**src/rtl/memory_stage.sv**
```systemverilog
// MEM stage of the RV32I pipeline: drives a req/ready data-memory bus with
// store lane generation, load extraction/extension, wait-state stall and bus
// timeout, and owns the MEM/WB pipeline register.
// Optional feature: define MEM_MISALIGN_TRAP_EN to trap misaligned accesses.
module memory_stage #(
    parameter int unsigned TIMEOUT_CYCLES = 16
) (
    input  logic        clk,
    input  logic        rst,
    input  logic        RegWriteM,
    input  logic        MemReadM,
    input  logic        MemWriteM,
    input  logic [1:0]  Mem_to_RegM,
    input  logic [2:0]  funct3M,
    input  logic [4:0]  RDM,
    input  logic [31:0] ALUOutM,
    input  logic [31:0] PCPlus4M,
    input  logic [31:0] WriteDataM,
    output logic        dmem_req,
    output logic        dmem_we,
    output logic [31:0] dmem_addr,
    output logic [3:0]  dmem_be,
    output logic [31:0] dmem_wdata,
    input  logic        dmem_ready,
    input  logic [31:0] dmem_rdata,
    output logic        StallM,
    output logic        RegWriteW,
    output logic [1:0]  Mem_to_RegW,
    output logic [4:0]  RDW,
    output logic [31:0] ALUOutW,
    output logic [31:0] ReadDataW,
    output logic [31:0] PCPlus4W,
    output logic        BusErrW,
    output logic        MisalignW
);

    typedef enum logic [0:0] {StIdle, StWait} state_e;

    state_e      state_q, state_d;
    logic [31:0] wait_cnt_q, wait_cnt_d;

    logic        reg_write_w_q, reg_write_w_d;
    logic [1:0]  mem_to_reg_w_q, mem_to_reg_w_d;
    logic [4:0]  rd_w_q, rd_w_d;
    logic [31:0] alu_out_w_q, alu_out_w_d;
    logic [31:0] read_data_w_q, read_data_w_d;
    logic [31:0] pc_plus4_w_q, pc_plus4_w_d;
    logic        bus_err_w_q, bus_err_w_d;
    logic        misalign_w_d;

    logic [1:0]  a;
    logic        misaligned;
    logic        timeout_hit;
    logic        pending;
    logic        is_load;
    logic [7:0]  ld_byte;
    logic [15:0] ld_half;
    logic [31:0] load_data;

    // Access qualification: misalignment, timeout abort, request and stall.
    always_comb begin
        a = ALUOutM[1:0];
`ifdef MEM_MISALIGN_TRAP_EN
        misaligned = (MemReadM | MemWriteM) &
                     (((funct3M[1:0] == 2'b01) & a[0]) |
                      ((funct3M[1:0] == 2'b10) & (a != 2'b00)));
`else
        misaligned = 1'b0;
`endif
        timeout_hit = (TIMEOUT_CYCLES != 0) && (state_q == StWait) &&
                      (wait_cnt_q == TIMEOUT_CYCLES - 1) && !dmem_ready;
        // The request is withdrawn in the abort cycle; reset kills it asynchronously.
        pending  = rst & (MemReadM | MemWriteM) & ~misaligned & ~timeout_hit;
        dmem_req = pending;
        dmem_we  = MemWriteM;
        StallM   = pending & ~dmem_ready;
        is_load  = MemReadM & ~MemWriteM;
    end

    // Bus address, byte enables and lane-replicated store data.
    always_comb begin
        dmem_addr  = {ALUOutM[31:2], 2'b00};
        dmem_be    = 4'b1111;
        dmem_wdata = WriteDataM;
        if (MemWriteM) begin
            case (funct3M)
                3'b000: begin
                    dmem_be    = 4'b0001 << a;
                    dmem_wdata = {4{WriteDataM[7:0]}};
                end
                3'b001: begin
                    dmem_be    = a[1] ? 4'b1100 : 4'b0011;
                    dmem_wdata = {2{WriteDataM[15:0]}};
                end
                default: begin
                    dmem_be    = 4'b1111;
                    dmem_wdata = WriteDataM;
                end
            endcase
        end
    end

    // Load lane extraction and sign/zero extension.
    always_comb begin
        case (a)
            2'b00:   ld_byte = dmem_rdata[7:0];
            2'b01:   ld_byte = dmem_rdata[15:8];
            2'b10:   ld_byte = dmem_rdata[23:16];
            default: ld_byte = dmem_rdata[31:24];
        endcase
        ld_half = a[1] ? dmem_rdata[31:16] : dmem_rdata[15:0];
        case (funct3M)
            3'b000:  load_data = {{24{ld_byte[7]}}, ld_byte};
            3'b100:  load_data = {24'h0, ld_byte};
            3'b001:  load_data = {{16{ld_half[15]}}, ld_half};
            3'b101:  load_data = {16'h0, ld_half};
            default: load_data = dmem_rdata;
        endcase
    end

    // Wait-state FSM next state and cycle counter.
    always_comb begin
        state_d    = state_q;
        wait_cnt_d = wait_cnt_q;
        unique case (state_q)
            StIdle: begin
                if (pending && !dmem_ready) begin
                    state_d    = StWait;
                    wait_cnt_d = 32'd1;
                end
            end
            StWait: begin
                if (dmem_ready || timeout_hit) begin
                    state_d    = StIdle;
                    wait_cnt_d = 32'd0;
                end else begin
                    wait_cnt_d = wait_cnt_q + 32'd1;
                end
            end
            default: begin
                state_d    = StIdle;
                wait_cnt_d = 32'd0;
            end
        endcase
    end

    // MEM/WB next values: capture on progress, bubble while stalled.
    always_comb begin
        reg_write_w_d  = RegWriteM & ~timeout_hit & ~misaligned;
        mem_to_reg_w_d = Mem_to_RegM;
        rd_w_d         = RDM;
        alu_out_w_d    = ALUOutM;
        pc_plus4_w_d   = PCPlus4M;
        read_data_w_d  = (is_load & ~timeout_hit & ~misaligned) ? load_data : 32'h0;
        bus_err_w_d    = timeout_hit;
        misalign_w_d   = misaligned;
        if (StallM) begin
            reg_write_w_d  = 1'b0;
            bus_err_w_d    = 1'b0;
            misalign_w_d   = 1'b0;
            mem_to_reg_w_d = mem_to_reg_w_q;
            rd_w_d         = rd_w_q;
            alu_out_w_d    = alu_out_w_q;
            pc_plus4_w_d   = pc_plus4_w_q;
            read_data_w_d  = read_data_w_q;
        end
    end

    // State and MEM/WB register with asynchronous active-low reset.
    always_ff @(posedge clk or negedge rst) begin
        if (!rst) begin
            state_q        <= StIdle;
            wait_cnt_q     <= 32'd0;
            reg_write_w_q  <= 1'b0;
            mem_to_reg_w_q <= 2'b00;
            rd_w_q         <= 5'd0;
            alu_out_w_q    <= 32'h0;
            read_data_w_q  <= 32'h0;
            pc_plus4_w_q   <= 32'h0;
            bus_err_w_q    <= 1'b0;
        end else begin
            state_q        <= state_d;
            wait_cnt_q     <= wait_cnt_d;
            reg_write_w_q  <= reg_write_w_d;
            mem_to_reg_w_q <= mem_to_reg_w_d;
            rd_w_q         <= rd_w_d;
            alu_out_w_q    <= alu_out_w_d;
            read_data_w_q  <= read_data_w_d;
            pc_plus4_w_q   <= pc_plus4_w_d;
            bus_err_w_q    <= bus_err_w_d;
        end
    end

`ifdef MEM_MISALIGN_TRAP_EN
    logic misalign_w_q;

    // Misalignment flag register, only present with the trap enabled.
    always_ff @(posedge clk or negedge rst) begin
        if (!rst) begin
            misalign_w_q <= 1'b0;
        end else begin
            misalign_w_q <= misalign_w_d;
        end
    end

    assign MisalignW = misalign_w_q;
`else
    logic unused_misalign;
    assign unused_misalign = misalign_w_d;
    assign MisalignW       = 1'b0;
`endif

    assign RegWriteW   = reg_write_w_q;
    assign Mem_to_RegW = mem_to_reg_w_q;
    assign RDW         = rd_w_q;
    assign ALUOutW     = alu_out_w_q;
    assign ReadDataW   = read_data_w_q;
    assign PCPlus4W    = pc_plus4_w_q;
    assign BusErrW     = bus_err_w_q;

endmodule

```
**config.mk**
```make
export PLATFORM = sky130hd
export DESIGN_NAME = memory_stage
export DESIGN_NICKNAME = d
export VERILOG_FILES = /design/src/rtl/memory_stage.sv
export SDC_FILE = /design/constraint.sdc
export NUM_CORES = 1
export LEC_CHECK = 0
export CAP_MARGIN = 20
export CORE_UTILIZATION = 26
export CTS_CLUSTER_DIAMETER = 60
export DETAILED_ROUTE_END_ITERATION = 8
export PLACE_DENSITY = 0.61
export RECOVER_POWER = 25
export SETUP_SLACK_MARGIN = 0.3
export SYNTH_ARGS = -nofsm -noshare
export SYNTH_HDL_FRONTEND = slang
export SYNTH_SLANG_ARGS = --single-unit
```
**constraint.sdc**
```tcl
create_clock -name clk -period 2.1 [get_ports clk]
set_input_delay 0.315 -clock clk [delete_from_list [all_inputs] [get_ports clk]]
set_output_delay 0.315 -clock clk [all_outputs]
set_load 0.01 [all_outputs]
```
==> results_dict.tcl, run 1 <==
set metrics [dict create \
    synth_enable_flop_cells 0 \
    setup_viol 134 \
    fillers 2393 \
    power_density_nw_per_um2 602.5 \
    synth_area_um2 7103 \
    drtIter0Drc 401 \
    worstSkewPairLatency_ns 0.43 \
    place_area_um2 11180 \
    cts_max_path_buffers 2 \
    cts_root_buffer "clkbuf_16" \
    crit_type "reg2reg" \
    r2r_cells 11 \
    status "finished, violations left" \
    dr.pass1.iters 7 \
    grt_max_degree 69 \
    synth_flop_cell "dfrtp_1" \
    antenna_found_initial 0 \
    path_cells "nor4_2, buf_4, nand4_1, buf_6, o31ai_4, nor2_4, buf_8, buf_6, buf_12, buf_16, mux2_2" \
    ios 321 \
    dieArea_um2 27980 \
    hold_viol 0 \
    n_antenna_cell 0 \
    yosys_warnings 0 \
    rrSetupSlack_ns -0.29 \
    vias 6975 \
    ys_seq_area_frac 0.4862 \
    worstSetupEndpoint "PCPlus4W[22]" \
    instances_no_fill 1400 \
    min_period_over_period 1.136 \
    grt_first_pass_wirelength_um 41850 \
    critPathCaptureType "register" \
    netlist_instances 631 \
    drtAntennaViolNets 0 \
    die_x_um 167.3 \
    irDropWorstVdd_mv 0.5387 \
    async_flop_share 1.000 \
    ys_top_cells_by_area "dfrtp_1 (49%), mux2_2 (13%), buf_4 (4.5%)" \
    setup_tns_ns -24.54 \
    timing.rr.start "wait_cnt_q[23]" \
    ys_ff_latch 138 \
    synth_top_cell_by_area "dfrtp_1" \
    drive_gt1_frac 0.3900 \
    layout_setup_ws_ns -0.2857 \
    cts_buffers 17 \
    cp-start-kind "register" \
    fin_area_um2 13320 \
    yosys.area.top_type_share 0.4862 \
    ys_types 54 \
    cts_tree "done" \
    rsz0062_at_grt "true" \
    slowest_delay_ns 0.39 \
    cap_violations 1 \
    htree_levels 4 \
    cp_max_fo 6 \
    start_util 0.2643 \
    hp-class "in2reg" \
    fmax_ghz 0.4192 \
    drc 0 \
    place_congestion 0.8211 \
    routed_via_density 4.982 \
    synth_common_cells "dfrtp_1 (138), mux2_2 (83), a21oi_1 (53), buf_4 (43), o2bb2ai_1 (32)" \
    reg2reg_to "PCPlus4W[22]" \
    routed_wl_um 27260 \
    dpl.hpwl_um 18200 \
    area_growth_pct 87.53 \
    die_height_um 167.3 \
    synth_most_common_cell "dfrtp_1" \
    globalRouteTotalUtil 0.1919 \
    cts_sinks 138 \
    finalMaxSlewViolations 69 \
    grt_pass1_vias 7383 \
    io_buffers 317 \
    fin_skew_ns 0.01399 \
    cts.clk_slew.worst_paths_ns 0.07 \
    worstMarginPinSlew_ns 1.515 \
    slew_headroom -0.01004 \
    p_leak_nw 5.403 \
    failed_checks "max-capacitance violations, max-slew violations, negative setup slack" \
    dp.cells 1309 \
    cp.arrival_ns 2.70 \
    crit_path_top_delay_cell "dfrtp_1" \
    core_um2 26880 \
    num-nets-final 1192 \
    floorplan.rows 60 \
    cp_data_required_time_ns 2.41 \
    grt-ovfl-total 0 \
    avgSynthCellArea_um2 11.26 \
    layout_min_cycle_time_ns 2.386 \
    worst_path_most_repeated_cell "buf_6" \
    routedWlPerCell_um 19.47 \
    startpoint "wait_cnt_q[23]" \
]
## state kept, by name (all words and copies together) (netlist names), 2 cells and up
signal,cells
Mem_to_RegW,2
ALUOutW,32
ReadDataW,32
PCPlus4W,32
RDW,5
wait_cnt_q,32
## how the worst min path moves through the flow
stage,from,endpoint,slack [ns],cells after the start
2_1_floorplan,rst,ALUOutW[0],0.02,0
3_3_place_gp,rst,state_q,0.37,2
3_5_place_dp,rst,state_q,0.37,2
4_1_cts,rst,ALUOutW[9],0.18,2
5_1_grt,RegWriteM,RegWriteW,0.43,2
6_report,RegWriteM,RegWriteW,0.43,2
## cells by family (layout without fill, tap and decap cells)
kind of cell,Yosys count,in the layout,synth area share
AOI/OAI and AO/OA,176,177,0.1696
xor gates and xnor gates,1,1,0.001233
adders and majority gates,1,1,0.001761
buffers and inverters,95,520,0.07821
DFF,138,138,0.4862
muxes,104,104,0.1760
other,1,3,0.0005279
and+or+nand+nor,115,115,0.08649
## report_power, final
group	internal (mW)	leakage (nW)	switching [mW]
Sequential	2.83	1.74	0.101
Combinational	1.19	3.37	0.828
Clock	1.81	0.286	1.27
Total	5.83	5.40	2.20
## cells in the final DEF, fill, tap and decap left out, types with 9 or more instances in the layout
| master | n |
|---|---|
| a21oi_1 | 34 |
| a21oi_2 | 17 |
| a31oi_1 | 18 |
| buf_12 | 13 |
| buf_16 | 16 |
| buf_4 | 93 |
| buf_6 | 36 |
| clkbuf_16 | 20 |
| clkdlybuf4s50_1 | 278 |
| dfrtp_1 | 137 |
| dlygate4sd2_1 | 21 |
| inv_1 | 9 |
| mux2_2 | 77 |
| mux2_4 | 10 |
| nand2_1 | 16 |
| nand4_1 | 9 |
| nor2_1 | 20 |
| o21ai_2 | 9 |
| o2bb2ai_2 | 32 |
## timing repair
item | 4_1_cts | 5_1_grt
resized for setup | 225 | 40
buffers inserted | 31 | 7
endpoints found under the setup margin | 167 | 155
hold buffers | 1 | 0
endpoints found under the hold margin | 20 | 0
pin swaps | 57 | 13
cloned | 17 | 4
## through the flow
stage | utilization | total power [mW] | hold WS (ns) | worst slack (ns)
after floorplan | - | 3.635 | 0.01941 | -0.003432
after global placement | 0.4160 | 4.634 | 0.3715 | -0.3631
after detailed placement | 0.4160 | 4.643 | 0.3664 | -0.4113
after CTS | 0.4850 | 8.029 | 0.1758 | -0.3603
after global routing | 0.4956 | 8.329 | 0.4280 | -0.3697
final | 0.4956 | 8.025 | 0.4330 | -0.2857
## final cells by class
class,count,area (um2),share of cell area
Tap cell,341,426.7,0.03203
Inverter,9,33.78,0.002536
Clock buffer,18,439.2,0.03297
Timing Repair Buffer,480,5017,0.3767
Clock inverter,13,156.4,0.01174
Multi-Input combinational cell,401,3792,0.2847
Sequential cell,138,3455,0.2593
## metal layers
metal,track usage,up-vias,share of wire
li1,-,3184,-
met1,0.2332,3497,0.41
met2,0.3239,246,0.51
met3,0.04703,48,0.058
met4,0.07938,0,0.028
met5,0,-,0
## worst max-delay path, delay by kind of cell, from the launching register on
family / cells / cell delay (ns)
mux: 1 / 0.26
flops: 1 / 0.39
buf+inv: 6 / 0.86
compound gates: 1 / 0.23
simple gates: 3 / 0.53
Note: power is estimated with default switching activity, not from simulation.
==> inputs of run 2 (changes only) <==
--- a/config.mk
+++ b/config.mk
@@ -12,6 +12,8 @@
 export PLACE_DENSITY = 0.61
 export RECOVER_POWER = 25
 export SETUP_SLACK_MARGIN = 0.3
+export SKIP_CTS_REPAIR_TIMING = 1
+export SLEW_MARGIN = 20
 export SYNTH_ARGS = -nofsm -noshare
 export SYNTH_HDL_FRONTEND = slang
 export SYNTH_SLANG_ARGS = --single-unit
==> run 2 against run 1 <==
The run still ends with max-capacitance violations, max-slew violations, negative setup slack left. Power is 4.2% lower. Global-route usage is 2.1 points lower. Clock skew fell by 0.0013 ns. Critical path depth fell by 4. Worst hold slack worse by 0.0019 ns. Sequential power about the same. Maximum frequency down 0.25%. First-iteration DRC count fell by 14%. Largest power group unchanged. Final area is 9.4% lower.
==> results_dict.tcl, run 2 (same netlist as run 1, synthesis figures left out) <==
set metrics [dict create \
    area_growth_pct 69.91 \
    switchingPower_mw 2.056 \
    failed_checks "max-capacitance violations, max-slew violations, negative setup slack" \
    routedWlPerCell_um 18.02 \
    finish.utilization 0.4491 \
    cts_buffers 17 \
    cts_tree "done" \
    dr.pass1.iters 4 \
    worstMarginPinSlew_ns 1.701 \
    vias 6594 \
    status "finished, violations left" \
    layout_setup_ws_ns -0.2916 \
    finalMaxSlewViolations 69 \
    floorplan.rows 60 \
    htree_levels 4 \
    final_common_cell "clkdlybuf4s50_1" \
    rsz0062_at_grt "true" \
    dp.cells 1309 \
    hp-class "in2reg" \
    irDropWorstVdd_mv 0.5347 \
    cts_root_buffer "clkbuf_16" \
    path_cells "nor4_2, buf_4, nand4_1, or3_4, nor2_4, nor2_1, clkbuf_2" \
    drc 0 \
    fmax_ghz 0.4181 \
    routed_wl_um 24330 \
    grt_max_degree 69 \
    p_int_mw 5.629 \
    critPathCaptureType "output port" \
    cp_max_fo 2 \
    pwr-share-seq 0.380 \
    drive_gt1_frac 0.2914 \
    crit_type "reg2out" \
    fin_skew_ns 0.01270 \
    power_density_nw_per_um2 636.8 \
    ios 321 \
    place_congestion 0.8211 \
    die_x_um 167.3 \
    core_um2 26880 \
    layout_min_cycle_time_ns 2.392 \
    dieArea_um2 27980 \
    p_leak_nw 5.066 \
    clockPowerShare 0.399 \
    rrSetupSlack_ns -0.19 \
    grt_pass1_vias 6772 \
    p_sw_frac 0.2676 \
    pwr-share-comb 0.222 \
    cts.clk_slew.worst_paths_ns 0.06 \
    cts_sinks 138 \
    cp-start-kind "register" \
    die_height_um 167.3 \
    slowest_delay_ns 0.43 \
    final_cell_mix "clkdlybuf4s50_1 (276), dfrtp_1 (137), buf_4 (92)" \
    hold_viol 0 \
    crit_path_top_delay_cell "or3_4" \
    slew_headroom -0.1337 \
    start_util 0.2643 \
    finalPower_mw 7.686 \
    setup_viol 97 \
    worstSkewPairLatency_ns 0.43 \
    io_buffers 317 \
    globalRouteTotalUtil 0.1705 \
    drtIter0Drc 346 \
    drtAntennaViolNets 0 \
    place_ws_ns -0.4113 \
    routed_via_density 4.884 \
    instances_no_fill 1350 \
    min_period_over_period 1.139 \
    dpl.hpwl_um 18200 \
    num-nets-final 1142 \
    cp.arrival_ns 2.08 \
    cp_data_required_time_ns 1.78 \
    cts_max_path_buffers 2 \
    cap_violations 1 \
    grt_first_pass_wirelength_um 37650 \
    antenna_found_initial 0 \
    grt-ovfl-total 0 \
    n_antenna_cell 0 \
]
run 2: cell count changes in the layout (fill, tap and decap cells not counted), moves of 15 or more:
cell and change:
buf_6 -16, buf_16 -15, dlygate4sd2_1 -21, o2bb2ai_2 -32
dlymetal6s2s_1 +26, o2bb2ai_1 +32
run 2: per-layer routing:
layer / vias to the layer above / routed length, um / track usage / part of all wire
met5: - / 0 / 0 / 0
met1: 3281 / 10300 / 0.2100 / 0.42
met2: 194 / 12270 / 0.2888 / 0.50
met3: 39 / 1272 / 0.04443 / 0.052
met4: 0 / 489 / 0.05664 / 0.020
li1: 3080 / - / - / -
run 2: power groups by stage:
stage / Sequential [mW] / Combinational [mW] / Clock, mW
2_1_floorplan: 3.04 / 0.597 / 0
3_3_place_gp: 2.96 / 1.68 / 0
3_5_place_dp: 2.96 / 1.68 / 0
4_1_cts: 2.92 / 1.69 / 3.13
5_1_grt: 2.94 / 1.82 / 3.25
6_report: 2.92 / 1.70 / 3.06
run 2: cell type report:
| type | instances | area, um2 |
|---|---|---|
| tap | 341 | 426.7 |
| multi-input combinational | 400 | 3337 |
| inverter | 9 | 33.78 |
| sequential | 138 | 3455 |
| clock buffer | 18 | 439.2 |
| timing repair buffer | 431 | 4222 |
| fill | 2551 | 14810 |
| clock inverter | 13 | 156.4 |
run 2: final timing paths:
check                                from            to  cells past startpoint
setup / recovery           wait_cnt_q[25]      dmem_req                      7
hold reg to reg              ReadDataW[2]  ReadDataW[2]                      1
min in group asynchronous             rst   ALUOutW[16]                      2
setup reg to reg           wait_cnt_q[25]   PCPlus4W[0]                      9
hold / removal                  RegWriteM     RegWriteW                      2
max in group asynchronous             rst   PCPlus4W[4]                      2
run 2: stage by stage:
step,hold slack (ns),cell area (um2),setup TNS [ns]
after CTS,-0.08727,11780,-27.27
final,0.4311,12070,-11.55
after global placement,0.3715,11180,-27.43
after floorplan,0.01941,7347,-0.003432
after detailed placement,0.3664,11180,-29.38
after global routing,0.4310,12070,-24.89
run 2: worst max-delay path: cells and delay by family (launching register included):
kind          cells  cell delay, ns
buf+inv           2            0.28
simple gates      5            0.99
flops             1            0.39
==> inputs of run 3 (changes only) <==
--- a/config.mk
+++ b/config.mk
@@ -6,10 +6,10 @@
 export NUM_CORES = 1
 export LEC_CHECK = 0
 export CAP_MARGIN = 20
-export CORE_UTILIZATION = 26
+export CORE_UTILIZATION = 38
 export CTS_CLUSTER_DIAMETER = 60
 export DETAILED_ROUTE_END_ITERATION = 8
-export PLACE_DENSITY = 0.61
+export PLACE_DENSITY = 0.82
 export RECOVER_POWER = 25
 export SETUP_SLACK_MARGIN = 0.3
 export SKIP_CTS_REPAIR_TIMING = 1
==> constraint.sdc (replaced) <==
create_clock -name clk -period 2.1 [get_ports clk]
set_input_delay 0.42 -clock clk [delete_from_list [all_inputs] [get_ports clk]]
set_output_delay 0.42 -clock clk [all_outputs]
set_load 0.01 [all_outputs]
==> run 3 against run 2 <==
The run ends with design-rule violations, max-capacitance violations, max-slew violations, negative setup slack left. Clock power shrank 3%. Global-route usage grew 7.2 points. Clock skew is essentially flat. Clock-buffer cell count is the same. Sequential power is essentially flat. Sequential share of layout area shrank 1.3 points. Worst setup slack lost 0.090 ns. Die area shrank 31%. Combinational power grew 11%. Critical path depth is the same. Flip-flop and latch count is the same. Critical endpoint is now StallM.
==> results_dict.tcl, run 3 (same netlist as run 1, synthesis figures left out) <==
set metrics [dict create \
    p_int_mw 5.552 \
    cp-start-kind "register" \
    hp-class "reg2reg" \
    path_depth 7 \
    failed_checks "design-rule violations, max-capacitance violations, max-slew violations, negative setup slack" \
    htree_levels 4 \
    worstMarginPinSlew_ns 1.881 \
    critPathCaptureType "output port" \
    n_antenna_cell 0 \
    cap_violations 1 \
    finalMaxSlewViolations 139 \
    drtAntennaViolNets 0 \
    cts_tree "done" \
    dieArea_um2 19240 \
    min_from "ReadDataW[24]" \
    cp.arrival_ns 2.06 \
    hold_path_end "ReadDataW[24]" \
    layout_min_cycle_time_ns 2.482 \
    slowest_delay_ns 0.37 \
    pwr-share-comb 0.243 \
    timing.rr.start "wait_cnt_q[0]" \
    num-nets-final 1169 \
    setup_viol 115 \
    r2r_cells 11 \
    holdPathStages 1 \
    final_common_cell "clkdlybuf4s50_1" \
    fin_area_um2 12660 \
    worstPathBufferInverterCount 2 \
    vias 7033 \
    antenna_found_initial 0 \
    cp_max_fo 4 \
    place_ws_ns -0.6315 \
    cp_data_required_time_ns 1.68 \
    reg2reg_to "ALUOutW[6]" \
    die_height_um 138.7 \
    fmax_ghz 0.4030 \
    drive_gt1_frac 0.3713 \
    min_period_over_period 1.182 \
    cts_root_buffer "clkbuf_16" \
    drtIter0Drc 503 \
    die_x_um 138.7 \
    pwr-share-seq 0.377 \
    slew_headroom -0.2539 \
    globalRouteTotalUtil 0.2428 \
    start_util 0.3914 \
    hold_viol 0 \
    rsz0062_at_grt "true" \
    io_buffers 317 \
    layout_setup_ws_ns -0.3816 \
    place_congestion 0.9179 \
    routedWlPerCell_um 20.63 \
    clockPowerShare 0.381 \
    final_cell_mix "clkdlybuf4s50_1 (269), dfrtp_1 (137), buf_4 (92)" \
    grt_first_pass_wirelength_um 36350 \
    crit_path_top_delay_cell "dfrtp_1" \
    p_sw_frac 0.2872 \
    critPathTopFamily "simple AND/OR/NAND/NOR gates" \
    worstSkewPairLatency_ns 0.43 \
    startpoint "wait_cnt_q[0]" \
    area_growth_pct 78.30 \
    routed_via_density 5.555 \
    cts.clk_slew.worst_paths_ns 0.07 \
    cts_buffers 17 \
    grt-ovfl-total 0 \
    dr.pass1.iters 7 \
    floorplan.rows 49 \
    cts_max_path_buffers 2 \
    fin_skew_ns 0.01252 \
    grt_max_degree 139 \
    dpl.hpwl_um 17810 \
    drc 24 \
    power_density_nw_per_um2 615.1 \
    ios 321 \
    core_um2 18150 \
    path_cells "ha_2, and3_4, nand3_2, buf_4, o31ai_4, nor2_4, clkbuf_2" \
    p_leak_nw 5.350 \
    switchingPower_mw 2.237 \
    crit_type "reg2out" \
    rrSetupSlack_ns -0.35 \
    status "finished, violations left" \
    place_area_um2 11190 \
    cts_sinks 138 \
    routed_wl_um 26110 \
    irDropWorstVdd_mv 0.5541 \
    grt_pass1_vias 6799 \
]
[run 3: changes by cell type in the layout (fill, tap and decap cells not counted), moves of 5 or more]
| cell | previous run | this run |
|---|---|---|
| a21oi_1 | 38 | 29 |
| clkdlybuf4s50_1 | 276 | 269 |
| buf_12 | 4 | 10 |
| o21ai_0 | 14 | 5 |
| mux2_4 | 10 | 20 |
| clkbuf_16 | 18 | 24 |
| mux2_2 | 75 | 66 |
| dlymetal6s2s_1 | 27 | 19 |
| clkbuf_2 | 4 | 10 |
| buf_6 | 20 | 43 |
| o2bb2ai_1 | 32 | 8 |
| o21ai_2 | 0 | 6 |
| o2bb2ai_2 | 0 | 21 |
| a21oi_2 | 15 | 20 |
[run 3: worst max-delay path by stage]
stage,endpoint,slack [ns]
global placement,dmem_wdata[10],-0.62
finish,StallM,-0.38
detailed placement,dmem_wdata[10],-0.63
CTS,StallM,-0.80
floorplan,StallM,-0.11
global route,dmem_req,-0.49
[run 3: routing by layer]
metal  global-route usage  vias up  routed length, um
met5                    0        -                  0
met2               0.4304      429              13350
met4              0.09825        0                787
met1               0.2758     3408               9604
met3              0.06837       59               2374
li1                     -     3137                  -
[run 3: worst register-to-register path: cells and delay by family (launching register included)]
kind / cells / cell delay (ns)
simple gates: 3 / 0.41
compound gates: 1 / 0.30
buf+inv: 5 / 0.75
flops: 1 / 0.37
mux: 1 / 0.31
fa+ha+maj: 1 / 0.19
[run 3: layout make-up]
class	count	area, um2
clock inverters	14	150.1
repair buffers	458	4613
clock buffers	18	439.2
fillers	1206	5483
well taps	229	286.5
flip-flops and latches	138	3455
inverters	9	33.78
multi-input cells	400	3687
[run 3: power by group through the flow]
| stage | Sequential, mW | Clock [mW] | Combinational [mW] |
|---|---|---|---|
| CTS | 2.92 | 3.02 | 1.73 |
| global route | 2.95 | 3.14 | 1.99 |
| global placement | 2.96 | 0 | 1.69 |
| finish | 2.93 | 2.97 | 1.89 |
| detailed placement | 2.97 | 0 | 1.72 |
| floorplan | 3.04 | 0 | 0.628 |
[run 3: stage by stage]
step	instances	setup TNS, ns	utilization	hold slack (ns)	power (mW)
detailed placement	1199	-40.36	0.6165	0.4731	4.687
CTS	1231	-30.29	0.6489	0.1500	7.668
floorplan	633	-0.1084	-	0.1244	3.666
finish	1266	-26.83	0.6979	0.4889	7.789
global route	1266	-42.81	0.6979	0.5034	8.083
global placement	1199	-38.25	0.6165	0.4700	4.649
